`config.mk`:
```
export PLATFORM = sky130hd
export DESIGN_NAME = accumulator_unit
export DESIGN_NICKNAME = d
export VERILOG_FILES = /design/src/rtl/accumulator_unit.sv
export SDC_FILE = /design/constraint.sdc
export NUM_CORES = 1
export LEC_CHECK = 0
export CORE_UTILIZATION = 65
export CTS_BUF_LIST = sky130_fd_sc_hd__clkbuf_16
export DETAILED_ROUTE_END_ITERATION = 6
export DONT_BUFFER_PORTS = 1
export HOLD_SLACK_MARGIN = 0.08
export PLACE_DENSITY_LB_ADDON = 0.1
export SLEW_MARGIN = 20
export SYNTH_ARGS = -nofsm -noshare
export SYNTH_HDL_FRONTEND = slang
export SYNTH_SLANG_ARGS = --single-unit
```
`constraint.sdc`:
```
create_clock -name clk -period 4.9 [get_ports clk]
set_input_delay 0.245 -clock clk [delete_from_list [all_inputs] [get_ports clk]]
set_output_delay 0.245 -clock clk [all_outputs]
set_load 0.02 [all_outputs]
```
`src/rtl/accumulator_unit.sv`:
```
// Accumulator/ALU stage between the barrel shifter and the parallel shifter.
// Single-cycle load/arith/logic ops plus a multi-cycle normalize.
module accumulator_unit #(
  parameter int unsigned WIDTH = 32,
  parameter int unsigned CW    = 5
) (
  input  logic             clk,
  input  logic             reset,
  input  logic             in_valid,
  output logic             in_ready,
  input  logic [2:0]       op,
  input  logic [WIDTH-1:0] operand,
  input  logic             ovm,
  output logic [WIDTH-1:0] acc,
  output logic             c,
  output logic             ov,
  output logic             z,
  output logic             n,
  output logic [CW-1:0]    norm_count,
  output logic             done
);

  localparam logic [2:0] OP_NOP   = 3'b000;
  localparam logic [2:0] OP_LAC   = 3'b001;
  localparam logic [2:0] OP_ADD   = 3'b010;
  localparam logic [2:0] OP_SUB   = 3'b011;
  localparam logic [2:0] OP_AND   = 3'b100;
  localparam logic [2:0] OP_OR    = 3'b101;
  localparam logic [2:0] OP_NORM  = 3'b110;
  localparam logic [2:0] OP_CLROV = 3'b111;

  localparam logic [WIDTH-1:0] MAX_POS    = {1'b0, {(WIDTH-1){1'b1}}};
  localparam logic [WIDTH-1:0] MAX_NEG    = {1'b1, {(WIDTH-1){1'b0}}};
  localparam logic [CW-1:0]    NORM_LIMIT = CW'(WIDTH-1);

  typedef enum logic {IDLE, NORM} state_t;

  state_t           state_q, state_d;
  logic [WIDTH-1:0] acc_d;
  logic             c_d, ov_d, z_d, n_d, done_d, upd_zn;
  logic [CW-1:0]    cnt_d;
  logic [WIDTH:0]   sum, diff;
  logic             add_ovf, sub_ovf, norm_term;
  logic [WIDTH-1:0] sat_val;

  // Next-state and datapath
  always_comb begin
    state_d = state_q;
    acc_d   = acc;
    c_d     = c;
    ov_d    = ov;
    z_d     = z;
    n_d     = n;
    cnt_d   = norm_count;
    done_d  = 1'b0;
    upd_zn  = 1'b0;

    sum     = {1'b0, acc} + {1'b0, operand};
    diff    = {1'b0, acc} - {1'b0, operand};
    add_ovf = (acc[WIDTH-1] == operand[WIDTH-1]) && (sum[WIDTH-1] != acc[WIDTH-1]);
    sub_ovf = (acc[WIDTH-1] != operand[WIDTH-1]) && (diff[WIDTH-1] != acc[WIDTH-1]);
    // Overflow direction always follows the sign of the accumulator
    sat_val = acc[WIDTH-1] ? MAX_NEG : MAX_POS;
    norm_term = (acc == '0) || (acc[WIDTH-1] != acc[WIDTH-2]) || (norm_count == NORM_LIMIT);

    unique case (state_q)
      IDLE: begin
        if (in_valid) begin
          done_d = (op != OP_NORM);
          case (op)
            OP_NOP: ;
            OP_LAC: begin
              acc_d  = operand;
              upd_zn = 1'b1;
            end
            OP_ADD: begin
              c_d    = sum[WIDTH];
              acc_d  = (add_ovf && ovm) ? sat_val : sum[WIDTH-1:0];
              ov_d   = ov | add_ovf;
              upd_zn = 1'b1;
            end
            OP_SUB: begin
              c_d    = ~diff[WIDTH];
              acc_d  = (sub_ovf && ovm) ? sat_val : diff[WIDTH-1:0];
              ov_d   = ov | sub_ovf;
              upd_zn = 1'b1;
            end
            OP_AND: begin
              acc_d  = acc & operand;
              upd_zn = 1'b1;
            end
            OP_OR: begin
              acc_d  = acc | operand;
              upd_zn = 1'b1;
            end
            OP_NORM: begin
              cnt_d   = '0;
              state_d = NORM;
            end
            OP_CLROV: ov_d = 1'b0;
          endcase
        end
      end
      NORM: begin
        if (norm_term) begin
          state_d = IDLE;
          done_d  = 1'b1;
          upd_zn  = 1'b1;
        end else begin
          acc_d = {acc[WIDTH-2:0], 1'b0};
          cnt_d = norm_count + CW'(1);
        end
      end
    endcase

    if (upd_zn) begin
      z_d = (acc_d == '0);
      n_d = acc_d[WIDTH-1];
    end
  end

  // State and output registers
  always_ff @(posedge clk) begin
    if (reset) begin
      state_q    <= IDLE;
      in_ready   <= 1'b1;
      acc        <= '0;
      c          <= 1'b0;
      ov         <= 1'b0;
      z          <= 1'b1;
      n          <= 1'b0;
      norm_count <= '0;
      done       <= 1'b0;
    end else begin
      state_q    <= state_d;
      in_ready   <= (state_d == IDLE);
      acc        <= acc_d;
      c          <= c_d;
      ov         <= ov_d;
      z          <= z_d;
      n          <= n_d;
      norm_count <= cnt_d;
      done       <= done_d;
    end
  end

endmodule

```
# Word level (Yosys, flattened, before mapping)
# Index checks and enable logic that the tools add are counted.
op_classes:
  n_addsub: 3
  n_eq_ne: 17
  muxes: 23
  bitwise_logic: 7
  n_reduce_logical: 14
ops:
  columns: ["op", "count"]
  rows:
  - ["$mux W32", 5]
  - ["$pmux W32 S5", 1]
  - ["$logic_not A32 Y1", 2]
  - ["$pmux W32 S2", 1]
  - ["$add A32 B32 Y33", 1]
  - ["$sub A32 B32 Y33", 1]
  - ["$and A32 B32 Y32", 1]
  - ["$or A32 B32 Y32", 1]
  - ["$mux W5", 3]
  - ["$eq A3 B3 Y1 const B", 4]
  - ["$pmux W5 S2", 1]
  - ["$reduce_and A3 Y1", 3]
  - ["$pmux W1 S2", 4]
  - ["$mux W1", 7]
  - ["$eq A3 B2 Y1 const B", 2]
  - ["$add A5 B1 Y5 const B", 1]
  - ["$eq A5 B5 Y1 const B", 1]
  - ["$reduce_or A5 Y1", 1]
  - ["$logic_and A1 B1 Y1", 4]
  - ["$ne A1 B1 Y1", 4]
  - ["$ne A2 B2 Y1 const B", 2]
  - ["$eq A3 B1 Y1 const B", 1]
  - ["$ne A3 B3 Y1 const B", 1]
  - ["$not A1 Y1", 3]
  - ["other kinds (7)", 9]
totals:
  regBits: 44
  out_inout_bits: 43
  word_cells: 73

# Longest topological paths before layout
# Gate-level depths: netlist of run 1.
depth:
  ltp_word: 9
  depth_mapped: 16
  mapped_depth_nobuf: 15

# Worst setup path before layout of run 1
# Ideal clock, no wire load.
synth_timing:
  path_kind: "register to register"
  start: "register acc[4]"
  end: "register z"
  setup_ns: 0.059
  arrival_ns: 3.288
  t_required_ns: 4.841
  slack_ns: 1.553
  stages_incl_launch_ff: 16
  cell_sequence: "dfxtp_1 inv_1 ha_1 buf_6 nand2_4 o311a_1 or3_1 a31oi_1 o21bai_1 a21oi_1 o21ai_1 a2111oi_4 o2111ai_1 nor4_1 nand4b_1 nand2_1"
synth_via:
  elab_chain_cells: 9
  word_cells_on_any_way: 22
  cone_classes: "add/sub (2); eq/ne (2); mux (8); bitwise (2); reduce/logical (8)"
synth_lines:
  columns: ["item", "line", "rtl"]
  rows:
  - ["start: declaration", "14", "output logic [WIDTH-1:0] acc,"]
  - ["start signal: assignment", "127", "acc <= '0;"]
  - ["start signal: assignment", "137", "acc <= acc_d;"]
  - ["$sub A32 B32 Y33 or $add A32 B32 Y33 (tied branches)", "59, 58", null]
  - ["$ne A1 B1 Y1, on equally long branches", "61, 60", null]
  - ["$logic_and A1 B1 Y1, on equally long branches", "61, 60", null]
  - ["$logic_and A1 B1 Y1, on equally long branches", "84, 78", null]
  - ["$mux W32, on equally long branches", "84, 78", null]
  - ["$pmux W32 S5", "70", "case (op)"]
  - ["$mux W32", "68", "if (in_valid) begin"]
  - ["$pmux W32 S2", "66", "unique case (state_q)"]
  - ["$logic_not A32 Y1", "117", "z_d = (acc_d == '0);"]
  - ["end signal: assignment", "140", "z <= z_d;"]
  - ["end: declaration", "17", "output logic z,"]
# Several ways; a longest one is shown, not always the timed one.
# A chain may end at the register's enable or synchronous reset.

# Final worst setup path of run 1
# Same ends and word-level chain as after synthesis.

==> results of run 1 <==
## metal layers
metal | up-vias | part of all wire (%) | track usage (%)
met5 | - | 0 | 0
met4 | 0 | 6.9 | 27.1
met3 | 207 | 13 | 11.0
met2 | 890 | 41 | 74.4
met1 | 4580 | 38 | 66.1
li1 | 4511 | - | -
## registers in the layout (all words and copies together) (netlist names)
signal and cells:
done 1, z 1, in_ready 1, n 1
acc 32, state_q 1, norm_count 5, c 1
ov 1
## kinds of logic after synthesis
| group | synth area share [%] |
|---|---|
| AOI/OAI and AO/OA | 37.0 |
| DFF | 10.4 |
| and+or+nand+nor | 22.4 |
| adders and majority gates | 15.7 |
| muxes | 0.355 |
| buffers and inverters | 8.97 |
| xor gates and xnor gates | 5.08 |
## final timing paths
check / from / to
max: acc[4] / z
min: reset / acc[6]
min reg2reg: norm_count[4] / norm_count[4]
max reg2reg: acc[4] / z
## synth_stat cells, types with 7 or more instances
cell type / count
a211oi_1: 18
a21o_1: 10
a21oi_1: 124
a221o_1: 7
a22oi_1: 28
a31oi_1: 19
buf_1: 9
buf_2: 24
clkbuf_1: 43
dfxtp_1: 44
ha_1: 103
inv_1: 99
nand2_1: 92
nand2b_1: 10
nand3_1: 41
nand4_1: 12
nor2_1: 119
nor2b_1: 24
nor3_1: 30
nor4_1: 13
o211ai_1: 31
o21a_1: 10
o21ai_0: 96
o21bai_1: 12
o221ai_1: 11
o22ai_1: 11
o31ai_1: 13
or2_2: 7
or3_1: 8
xnor2_1: 41
xor2_1: 8
## critical path: cells and delay by family, from the launching register on
kind,cells,cell delay [ns]
compound gates,6,2.31
fa+ha+maj,1,0.48
buf+inv,1,0.13
flops,1,0.57
simple gates,6,0.99
## placed cells by master, fill, tap and decap left out, types with 6 or more instances in the layout
cell type  netlist  layout
or3_1            8       8
a211oi_1        18      18
o31ai_1         13      13
nand3_1         41      41
o211ai_1        31      31
xor2_1           8       8
and2_1           6       6
o22ai_1         11      11
a21oi_1        124     124
nor2b_1         24      23
nand2_1         92      92
o2111ai_1        6       6
inv_1           99      99
a221o_1          7       7
dfxtp_1         44      44
nor2_1         119     119
nand2b_1        10      10
o21a_1          10      10
a31oi_1         19      19
buf_4            3      60
xnor2_1         41      41
ha_1           103     103
a22oi_1         28      28
nor4_1          13      13
o21ai_0         96      96
o21bai_1        12      12
nand4_1         12      12
o311ai_0         6       6
or2_2            7       7
a21o_1          10      10
o221ai_1        11      11
nor3_1          30      30
a21boi_0         6       6
## cell type report
class | count | area, µm² | share of cell area, %
clock buffer | 5 | 125 | 1.40
clock inverter | 3 | 46.3 | 0.517
inverter | 103 | 387 | 4.32
multi-input combinational | 1019 | 6830 | 76.3
sequential | 44 | 881 | 9.84
tap | 172 | 215 | 2.40
timing repair buffer | 61 | 470 | 5.26
## metrics by stage
step	total power [mW]	utilization, %	instance area [µm²]
2_1_floorplan	1.32	-	8450
3_3_place_gp	1.63	69.1	8750
3_5_place_dp	1.64	69.1	8750
4_1_cts	2.05	70.6	8940
5_1_grt	2.21	70.6	8950
6_report	2.13	70.6	8950
## timing repair
action,in CTS,in global routing
hold buffers,1,0
setup buffers,0,0
endpoints found under the setup margin,0,1
gates resized for setup,0,1
hold endpoints to repair,41,0
## report_power, final
part           total [mW]  switching, mW  internal [mW]
Sequential          0.434         0.0462          0.388
Combinational        1.28          0.833          0.446
Clock               0.414          0.171          0.243
==> impl_metrics.py, run 1 <==
metrics = {
    "worst_setup_path": {
        "rr_worst_depth": 14,
        "worstSetupStartpointType": "flop",
        "worst_path_largest_cell_delay_ns": 0.85,
        "cp_common_cell": "nor4_1",
        "reg2reg_slack_ns": 0.31,
        "path_class": "reg2reg",
        "crit_path_capture_type": "flop",
        "crit_required_ns": 5.09,
        "cp_max_fo": 7,
        "worst_ep_arrival_time_ns": 4.78,
        "timing.critical_path.cells": "inv_1 -> ha_1 -> nor2b_1 -> nor4_1 -> a211oi_2 -> o21ai_1 -> o211ai_2 -> o2bb2ai_1 -> o21ai_0 -> a221o_1 -> nand4_1 -> nor4_1 -> nand4b_1 -> nand2_1",
        "critPathSlowestCell": "o2bb2ai_1",
    },
    "global_routing": {
        "grt_overflow": 0,
        "first_global_vias": 9065,
        "grt_first_pass_wirelength_mm": 50.8,
        "antenna_found_initial": 0,
        "grt_start_max_net_pins": 73,
        "grt.total_usage_pct": 49.7,
    },
    "cells_and_area": {
        "syn_to_final_growth_pct": 5.89,
        "final_layout_size_suffix_gt1_share_pct": 9.47,
        "filler_cells": 1114,
        "design.final.nets": 1378,
        "finalNonFillerCells": 1407,
        "antenna_cells": 0,
    },
    "synthesis": {
        "ys_async_sr_fraction_pct": 0,
        "synth-edff-count": 0,
        "synth.yosys.warnings": 0,
        "ys_seq_elements": 44,
        "netlist.area_leader.share_pct": 15.2,
        "synth-main-ff-cell": "dfxtp_1",
        "synthesis.area_mm2": 0.00845,
        "synth_sequential_area_ratio_pct": 10.4,
        "synthesis.nets": 1392,
        "syn_avg_cell_area_um2": 6.77,
        "instance_count_of_the_mapped_netlist": 1248,
        "synth_top_cells_by_area": "ha_1 15%, dfxtp_1 10%, a21oi_1 7.3%, o21ai_0 5.7%, nor2_1 5.3%",
        "synth_area_leader_cell": "ha_1",
        "number_of_distinct_standard_cells_referenced_by_the_synthesized_netlist": 93,
    },
    "drt": {
        "routed_via_density": 7.24,
        "drt_wl_total_mm": 33.8,
        "dr_total_vias": 10188,
        "wire_per_inst_um": 24.0,
        "drtPass1Iterations": 7,
        "drc_violations": 27,
        "first_iter_violations": 1666,
        "detail-route-antenna-nets": 0,
    },
    "cts": {
        "cts_root_buffer": "clkbuf_16",
        "cts_buffers": 5,
        "clk_transition_reported_paths_ns": 0.07,
        "cts_tree": "yes",
        "cts_buffer_depth": 2,
        "tritoncts_num_sinks": 44,
        "insertion_delay_ns": 0.30,
        "ctsHtreeMaxLevel": 2,
    },
    "worst_hold_path": {
        "timing.hold.worst.class": "in2reg",
        "cell_depth_of_the_worst_min_delay_path": 1,
    },
    "sta": {
        "slew_headroom_pct": 33.0,
        "final_hold_viol_count": 0,
        "layout_worst_path_cycle_share_pct": 93.8,
        "finalMaxSlewViolations": 0,
        "fin_worst_skew_ns": 0.00810,
        "layout_min_cycle_time_ns": 4.59,
        "finalSetupViolCount": 0,
        "worst-slew-pin-transition_ns": 1.01,
        "timing.setup.tns_ns": 0,
        "timing.final.ws_setup_ns": 0.306,
        "setup_repair_after_global_routing_missed_its_margin": "no",
        "fmax_mhz": 218,
        "hold_slack_ns": 0.137,
    },
    "placed_design": {
        "place.gp.congestion": 1.09,
        "detailed_place_hpwl_mm": 25.6,
        "port_buffers": 0,
        "post-place-cells": 1398,
        "pre_cts_ws_ns": 0.459,
    },
    "run_status": {
        "failed_checks": "DRC",
        "run_status": "finished with violations",
    },
    "floorplanning": {
        "initial_core_util_pct": 66.7,
        "core.rowCount": 41,
        "design.core.area_mm2": 0.0127,
        "die_h_um": 116,
        "io_pins": 82,
        "die_width_um": 116,
        "area_enclosed_by_the_die_boundary_mm2": 0.0135,
    },
    "pwr": {
        "power_per_cell_area_mw_per_mm2": 238,
        "vdd_ir_drop_max_mv": 0.193,
        "static-leakage-power_nw": 3.70,
    },
    "job": {
        "max_cap_viol_count": 0,
    },
}
(Power assumes the default switching activity.)
==> run 2, diff against run 1 <==
Settings changed: REMOVE_ABC_BUFFERS set to 1.
==> run 2 against run 1 <==
Compared with the run above: the run still ends with DRC left; routed wire length increased by 0.41%; die area unchanged; critical path depth increased by 1; cell area decreased by 1.2%; clock skew increased by 0.0018 ns; cell count decreased by 0.92%.
==> impl_metrics.py, run 2 (synthesis gave the netlist of run 1 again) <==
metrics = {
    "worst_setup_path": {
        "reg2reg_slack_ns": 0.18,
        "crit_required_ns": 5.15,
        "rr_worst_depth": 15,
        "worst_ep_arrival_time_ns": 4.97,
        "crit_path_capture_type": "flop",
        "path_class": "reg2reg",
        "worstSetupStartpointType": "flop",
        "cp_max_fo": 11,
        "worst_r2r_endpoint": "z",
        "timing.rr.start": "acc[20]",
    },
    "global_routing": {
        "antenna_found_initial": 0,
        "grt_first_pass_wirelength_mm": 50.7,
        "grt_start_max_net_pins": 73,
        "grt.total_usage_pct": 49.6,
        "grt_overflow": 0,
        "first_global_vias": 9112,
    },
    "sta": {
        "timing.final.ws_setup_ns": 0.183,
        "finalSetupViolCount": 0,
        "final_hold_viol_count": 0,
        "layout_worst_path_cycle_share_pct": 96.3,
        "slew_headroom_pct": 29.3,
        "timing.setup.tns_ns": 0,
        "layout_min_cycle_time_ns": 4.72,
        "worst-slew-pin-transition_ns": 1.06,
        "finalMaxSlewViolations": 0,
        "setup_repair_after_global_routing_missed_its_margin": "no",
        "fmax_mhz": 212,
        "fin_worst_skew_ns": 0.00985,
    },
    "pwr": {
        "vdd_ir_drop_max_mv": 0.171,
        "power_per_cell_area_mw_per_mm2": 242,
        "static-leakage-power_nw": 3.63,
    },
    "placed_design": {
        "port_buffers": 0,
        "place.gp.congestion": 1.12,
        "detailed_place_hpwl_mm": 25.7,
        "pre_cts_ws_ns": 0.464,
    },
    "cells_and_area": {
        "multi_input_gate_area_mm2": 0.00682,
        "sequential_cell_area_um2": 881,
        "commonest_non_fill_non_tap_cell_in_the_layout": "a21oi_1",
        "design.final.nets": 1365,
        "syn_to_final_growth_pct": 4.66,
        "regMostFlops": "acc",
        "final_cell_mix": "124 x a21oi_1, 119 x nor2_1, 103 x ha_1",
        "final_core_occ_pct": 69.8,
        "largest_register_ffs": 32,
        "final_layout_size_suffix_gt1_share_pct": 8.43,
        "filler_cells": 1141,
        "antenna_cells": 0,
        "largestRegisters": "acc: 32 flops, norm_count: 5 flops",
    },
    "cts": {
        "tritoncts_num_sinks": 44,
        "clk_transition_reported_paths_ns": 0.08,
        "cts_root_buffer": "clkbuf_16",
        "cts_tree": "yes",
        "cts_buffer_depth": 2,
        "insertion_delay_ns": 0.30,
        "post_cts_resized": 0,
        "ctsHtreeMaxLevel": 2,
        "cts_setup_buffers": 0,
        "cts_buffers": 5,
        "post_cts_hold_buffer_count": 1,
    },
    "drt": {
        "drtPass1Iterations": 7,
        "wire_per_inst_um": 24.3,
        "first_iter_violations": 1775,
        "detail-route-antenna-nets": 0,
        "drt_wl_total_mm": 33.9,
        "drc_violations": 1,
        "dr_total_vias": 10162,
        "routed_via_density": 7.29,
    },
    "floorplanning": {
        "initial_core_util_pct": 66.7,
        "area_enclosed_by_the_die_boundary_mm2": 0.0135,
        "die_h_um": 116,
        "io_pins": 82,
        "design.core.area_mm2": 0.0127,
        "die_width_um": 116,
        "core.rowCount": 41,
    },
    "run_status": {
        "run_status": "finished with violations",
        "failed_checks": "DRC",
    },
    "worst_hold_path": {
        "timing.hold.worst_endpoint": "acc[6]",
        "timing.hold.worst.start": "reset",
        "cell_depth_of_the_worst_min_delay_path": 1,
        "timing.hold.worst.class": "in2reg",
    },
    "job": {
        "max_cap_viol_count": 0,
    },
}
run 2: critical path: stages, from the launching register on:
cell      delay (ns)
dfxtp_1         0.58
inv_1           0.12
ha_1            0.44
a21oi_1         0.24
o211ai_1        0.16
a221o_1         0.42
nor2_2          0.32
a21oi_2         0.10
o21ai_1         0.82
buf_4           0.28
o221ai_1        0.11
o21ai_0         0.36
nand4_1         0.12
nor4_1          0.34
nand4b_1        0.16
nand2_1         0.09
run 2: stage by stage:
| step | std cells | hold slack, ns | total power, mW | cell area [µm²] |
|---|---|---|---|---|
| final | 1394 | 0.138 | 2.15 | 8850 |
| after global routing | 1394 | 0.131 | 2.22 | 8850 |
| after CTS | 1394 | 0.140 | 2.06 | 8850 |
| after detailed placement | 1385 | 0.320 | 1.64 | 8650 |
| after global placement | 1385 | 0.319 | 1.64 | 8650 |
| after floorplan | 1166 | 0.314 | 1.27 | 8080 |
run 2: metal layers:
layer	share of wire, %	track usage (%)
met4	7.3	31.2
met2	41	73.2
met1	38	64.4
met5	0	0
met3	14	12.5
run 2: area by class of cell:
type                            count  area share (%)
Multi-Input combinational cell   1019            77.1
Sequential cell                    44            9.96
Inverter                          103            4.37
Timing Repair Buffer               48            4.21
Tap cell                          172            2.43
Clock buffer                        5            1.41
Clock inverter                      3           0.523
run 2: worst max path at each step:
stage / start / end / slack [ns]
final: acc[20] / z / 0.18
after global placement: acc[20] / z / 0.55
after global routing: acc[20] / z / 0.05
after detailed placement: acc[20] / z / 0.46
after floorplan: acc[31] / z / 0.79
after CTS: acc[20] / z / 0.43
run 2: power breakdown:
part,switching [mW],total (mW),internal [mW]
Combinational,0.846,1.28,0.434
Sequential,0.0547,0.442,0.388
Clock,0.179,0.422,0.243
Total,1.08,2.15,1.07
